===== src/rtl/ddfs.sv =====
// Direct digital frequency synthesiser: phase accumulator feeding a quarter-wave sine ROM.
// Optional phase dithering via a 15-bit LFSR is enabled by defining DDFS_DITHER_EN.
`timescale 1ns/1ps

module ddfs #(
    parameter int ACC_W  = 23,
    parameter int OUT_W  = 8,
    parameter int LUT_AW = 6
) (
    input  logic             clk,
    input  logic             rst,
    input  logic [ACC_W-1:0] fcontrol,
    output logic [OUT_W-1:0] outp
);

    localparam int PW  = LUT_AW + 2;
    localparam int MID = 1 << (OUT_W - 1);

    logic [ACC_W-1:0]  acc_q, acc_d;
    logic [PW-1:0]     phase;
    logic [1:0]        quad;
    logic [LUT_AW-1:0] romAddr;
    logic [OUT_W-2:0]  romData;
    logic [OUT_W-2:0]  mag_q;
    logic              neg_q;
    logic [OUT_W-1:0]  outp_q, outp_d;

    assign acc_d = acc_q + fcontrol;

`ifdef DDFS_DITHER_EN
    logic [14:0]      lfsr_q, lfsr_d;
    logic [ACC_W-1:0] idx;

    assign lfsr_d = {lfsr_q[13:0], lfsr_q[14] ^ lfsr_q[13]};
    assign idx    = acc_q + ACC_W'(lfsr_q);
    assign phase  = idx[ACC_W-1 -: PW];

    // The dithered index only addresses the ROM; the accumulator never sees it.
    always_ff @(posedge clk or posedge rst) begin
        if (rst) lfsr_q <= 15'h0001;
        else     lfsr_q <= lfsr_d;
    end
`else
    assign phase = acc_q[ACC_W-1 -: PW];
`endif

    assign quad    = phase[PW-1 -: 2];
    // Odd quadrants walk the quarter table backwards (63 - a).
    assign romAddr = quad[0] ? ~phase[LUT_AW-1:0] : phase[LUT_AW-1:0];

    always_comb begin
        romData = '0;
        case (romAddr)
            6'd0:  romData = 7'd2;    6'd1:  romData = 7'd5;
            6'd2:  romData = 7'd8;    6'd3:  romData = 7'd11;
            6'd4:  romData = 7'd14;   6'd5:  romData = 7'd17;
            6'd6:  romData = 7'd20;   6'd7:  romData = 7'd23;
            6'd8:  romData = 7'd26;   6'd9:  romData = 7'd29;
            6'd10: romData = 7'd32;   6'd11: romData = 7'd35;
            6'd12: romData = 7'd38;   6'd13: romData = 7'd41;
            6'd14: romData = 7'd44;   6'd15: romData = 7'd47;
            6'd16: romData = 7'd50;   6'd17: romData = 7'd53;
            6'd18: romData = 7'd56;   6'd19: romData = 7'd58;
            6'd20: romData = 7'd61;   6'd21: romData = 7'd64;
            6'd22: romData = 7'd67;   6'd23: romData = 7'd69;
            6'd24: romData = 7'd72;   6'd25: romData = 7'd74;
            6'd26: romData = 7'd77;   6'd27: romData = 7'd79;
            6'd28: romData = 7'd82;   6'd29: romData = 7'd84;
            6'd30: romData = 7'd86;   6'd31: romData = 7'd89;
            6'd32: romData = 7'd91;   6'd33: romData = 7'd93;
            6'd34: romData = 7'd95;   6'd35: romData = 7'd97;
            6'd36: romData = 7'd99;   6'd37: romData = 7'd101;
            6'd38: romData = 7'd103;  6'd39: romData = 7'd105;
            6'd40: romData = 7'd106;  6'd41: romData = 7'd108;
            6'd42: romData = 7'd110;  6'd43: romData = 7'd111;
            6'd44: romData = 7'd113;  6'd45: romData = 7'd114;
            6'd46: romData = 7'd115;  6'd47: romData = 7'd117;
            6'd48: romData = 7'd118;  6'd49: romData = 7'd119;
            6'd50: romData = 7'd120;  6'd51: romData = 7'd121;
            6'd52: romData = 7'd122;  6'd53: romData = 7'd123;
            6'd54: romData = 7'd124;  6'd55: romData = 7'd124;
            6'd56: romData = 7'd125;  6'd57: romData = 7'd125;
            6'd58: romData = 7'd126;  6'd59: romData = 7'd126;
            6'd60: romData = 7'd127;  6'd61: romData = 7'd127;
            6'd62: romData = 7'd127;  6'd63: romData = 7'd127;
            default: romData = '0;
        endcase
    end

    // Negative half-cycle is folded around mid-scale rather than stored.
    assign outp_d = neg_q ? (OUT_W'(MID) - OUT_W'(mag_q)) : (OUT_W'(MID) + OUT_W'(mag_q));

    always_ff @(posedge clk or posedge rst) begin
        if (rst) begin
            acc_q  <= '0;
            mag_q  <= '0;
            neg_q  <= 1'b0;
            outp_q <= OUT_W'(MID);
        end else begin
            acc_q  <= acc_d;
            mag_q  <= romData;
            neg_q  <= quad[1];
            outp_q <= outp_d;
        end
    end

    assign outp = outp_q;

endmodule


===== config.mk =====
export PLATFORM = sky130hd
export DESIGN_NAME = ddfs
export DESIGN_NICKNAME = d
export VERILOG_FILES = /design/src/rtl/ddfs.sv
export SDC_FILE = /design/constraint.sdc
export NUM_CORES = 1
export LEC_CHECK = 0
export BUFFER_PORTS_ARGS = -buffer_cell sky130_fd_sc_hd__buf_4
export CORE_MARGIN = 3
export CORE_UTILIZATION = 50
export CTS_CLUSTER_SIZE = 28
export DETAILED_ROUTE_END_ITERATION = 10
export PLACE_DENSITY_LB_ADDON = 0.15
export SLEW_MARGIN = 25
export SYNTH_ARGS = -nofsm -noshare
export SYNTH_HDL_FRONTEND = slang
export SYNTH_SLANG_ARGS = --single-unit

===== constraint.sdc =====
create_clock -name clk -period 3.4 [get_ports clk]
set_input_delay 0.68 -clock clk [delete_from_list [all_inputs] [get_ports clk]]
set_output_delay 0.68 -clock clk [all_outputs]
set_load 0.01 [all_outputs]

Yosys cells after proc, flatten, opt, wreduce, memory -nomap -nowiden
Memory sizes are Yosys's and may differ from the RTL's. A register that Yosys moved wholly into a read port is not among the register bits. Index checks and enable logic that the tools add are counted. Widths: inputs -> output; s select.

Register bits: 32. Memory bits (read-only): 448. Input port bits: 25. Output and inout port bits: 8. Logic and storage cells: 10. Memories kept: 1.

Add/subtract/negate cells: 3. Multiplexer cells: 2. Bitwise operators: 1.

Memory list: (name not given) (words 64, width 7, rd ports 1, clocked after Yosys merged registers in 1, write ports 0, RTL line 53) `case (romAddr)`.

Operators by type and width (count): $add 23x23->23 (1); $add 8x7->8 const A (1); $mux 8 (1); $sub 8x7->8 const A (1); $mux 6 (1); $not 6->6 (1).

Logic depth before layout (Yosys ltp)
Depth after elaboration: 2. Gate-level depth with buffers: 12. Gate-level depth less buffers: 9.

Least setup slack after synthesis
OpenSTA, ideal clock, no wires.

Path kind: register -> register. From: register acc_q[21]. To: register mag_q[2]. Data arrival time: 2.813 ns. Setup slack: 0.493 ns. Cell stages (with the launch flop): 13. Path buffers: 4. Cells stage by stage: dfrtp_1 > buf_4 > clkbuf_1 > buf_1 > xor2_1 > ha_1 > clkbuf_1 > nor2b_1 > nor3_1 > a211o_1 > mux2i_1 > o22ai_1 > a211oi_1.

Longest elaborated chain between the ends: 1.

RTL lines: start, declared (RTL line 19) `logic [ACC_W-1:0] acc_q, acc_d;`; start signal, assigned (RTL line 95) `acc_q <= '0;`; start signal, assigned (RTL line 100) `acc_q <= acc_d;`; $mux 6 (RTL line 49) `assign romAddr = quad[0] ? ~phase[LUT_AW-1:0] : phase[LUT_AW-1:0];`; end, declared (RTL line 24) `logic [OUT_W-2:0] mag_q;`.

Every way passes these cells.

Final worst setup path
From: register acc_q[16]. To: register mag_q[2].

Longest elaborated chain between the ends: 2.

RTL lines (RTL line): $not 6->6 (49); $mux 6 (*) (49).

Mark *: on every way between the ends. The rest lies on a longest branch, timed or not.

==> flow_summary.yaml <==
sta:
  worstMarginPinSlew_ns: 0.851
  rsz0062_at_grt: "no"
  setup_viol: 0
  fin_crit_ns: 2.73
  max_slew_margin_pct: 42.9
  fin_hold_ws_ns: 0.408
  finalCritPeriodShare_pct: 80.3
  skew_ns: 0.00907
  tns_ns: 0
  finalMaxSlewViolations: 0
  finalHoldViolations: 0
  clock.fmax_ghz: 0.366
cells_and_area:
  nets: 493
  diodes: 0
  layout_commonest_cell: "buf_4"
  area_growth_pct: 11.9
  final_cell_mix: "buf_4, a21oi_1, dfrtp_1"
  layout-drive-gt1-share_pct: 12.8
  final_core_util_pct: 59.1
critical_path:
  end_kind: "flop"
  critical_path_class: "reg -> reg"
  critPathTopFamily: "XOR/XNOR gates"
  required_ns: 3.60
  crit_fanout: 10
  critical-path-slowest-cell: "xnor2_1"
  path_buf_inv: 0
  path_cells: "xnor2_1 -> ha_1 -> nor2b_1 -> nor3_1 -> a211o_1 -> mux2i_1 -> o22ai_1 -> a211oi_1"
  critPathArrivalTime_ns: 2.93
  critPathLaunchType: "flop"
  cpPeakStageDelay_ns: 0.60
global_routing:
  grtUsageMet3_pct: 2.86
  grt_max_degree: 41
  top_usage_layer: "met2"
  grtUsageTotal_pct: 21.9
  first_global_vias: 2856
  antenna_found_initial: 0
  grt_use_met1_pct: 32.6
  grt_use_met2_pct: 35.0
  grt_overflow_total: 0
  grt_first_pass_wirelength_um: 13800
clocking:
  ctsHoldBuffers: 0
  cts.path.max_buffers: 2
  ctsResizeCount: 0
  root_buffer: "clkbuf_8"
  htreeDepth: 2
  clock_latency_ns: 0.29
  clk_pin_slew_worst_paths_ns: 0.08
  cts_tree: "done"
  cts_made_buffers: 5
  postCtsSetupBuffers: 0
  cts_sinks: 39
die:
  core_sq_um: 6530
  io_pins: 33
  dieArea_sq_um: 7930
  start_util_pct: 52.8
  rows: 29
  die_w_um: 89.1
  die_y_um: 89.1
placement:
  portBuffers: 32
  dp_hpwl_um: 6360
  place.gp.congestion: 0.948
route:
  drtAntennaViolNets: 0
  routed_wl_um: 8450
  via_per_inst: 6.16
  avgRoutedWirePerCell_um: 16.5
  first_pass_iters: 5
  dr.first_iter.drc_count: 283
  post-route-drc-count: 0
  vias: 3162
synthesis:
  synthArstFlopShare_pct: 100
  synth_cells: 412
  synthFlopType: "dfrtp_1"
  yosys_warnings: 0
  synth_top_area_share_pct: 27.6
  netlist_area_sq_um: 3450
  ys_ff_latch: 39
  seq_area_frac_synth_pct: 28.3
  synthesis.nets: 470
  syn_avg_cell_area_sq_um: 8.38
  synth_cell_types: 62
  synth_top_area_cell: "dfrtp_1"
  ys_top_cells_by_area: "dfrtp_1, ha_1, a21oi_1, xnor2_1, nor2_1"
  synth_edf_count: 0
status:
  status: "completed"
min_path:
  worstHoldPathType: "reg -> reg"
run:
  max_cap_violations: 0
worst register-to-register path, stage by stage, from the launching register on:
cell and delay (ns):
dfrtp_1 0.51, xnor2_1 0.60, ha_1 0.42, nor2b_1 0.27, nor3_1 0.08, a211o_1 0.24, mux2i_1 0.19, o22ai_1 0.11
a211oi_1 0.24
area by class of cell:
cell class | count | area (sq um)
Clock buffer | 6 | 82.6
Clock inverter | 2 | 35.0
Fill cell | 582 | 2670
Inverter | 22 | 82.6
Multi-Input combinational cell | 328 | 2290
Sequential cell | 39 | 977
Tap cell | 77 | 96.3
Timing Repair Buffer | 39 | 293
worst paths after layout:
kind / to / startpoint / depth (start not counted) / slack [ns]
min: neg_q / acc_q[22] / 0 / 0.41
max in group asynchronous: outp[7] / rst / 3 / 2.30
min in group asynchronous: acc_q[3] / rst / 2 / 0.46
max reg2reg: mag_q[2] / acc_q[16] / 8 / 0.67
min reg2reg: neg_q / acc_q[22] / 0 / 0.41
max: mag_q[2] / acc_q[16] / 8 / 0.67
metrics by stage:
stage	setup slack (ns)	std cells	area, sq um
6_report	0.671	513	3860
3_5_place_dp	0.647	505	3740
4_1_cts	0.720	513	3860
5_1_grt	0.490	513	3860
3_3_place_gp	0.646	505	3740
2_1_floorplan	0.493	412	3450
cells by family after synthesis:
family | share of synthesized area (%)
compound gates | 28.3
simple gates | 17.0
buf+inv | 5.22
flops | 28.3
fa+ha+maj | 12.2
xor+xnor | 6.60
mux | 2.39
per-layer routing:
metal	share of wire [%]	wire length, um	up-vias
met2	45	3780	111
met3	6.3	536	2
met1	48	4100	1479
met4	0.38	32	0
met5	0	0	-
li1	-	-	1570
Yosys cell counts, types with 9 or more instances:
cell type,count
clkbuf_1,12
nor3_1,11
nand3_1,9
a21oi_1,38
dfrtp_1,38
ha_1,32
xnor2_1,20
inv_1,21
o21ai_0,21
nand2b_1,11
nand2_1,26
nor2_1,29
flip-flops by register name (all words and copies together) (netlist names):
name   cells
acc_q     23
mag_q      7
neg_q      1
outp       8
Power is left out: the tool's default activity adds up to more than one toggle a clock period on the data nets, which glitch-free logic cannot reach.
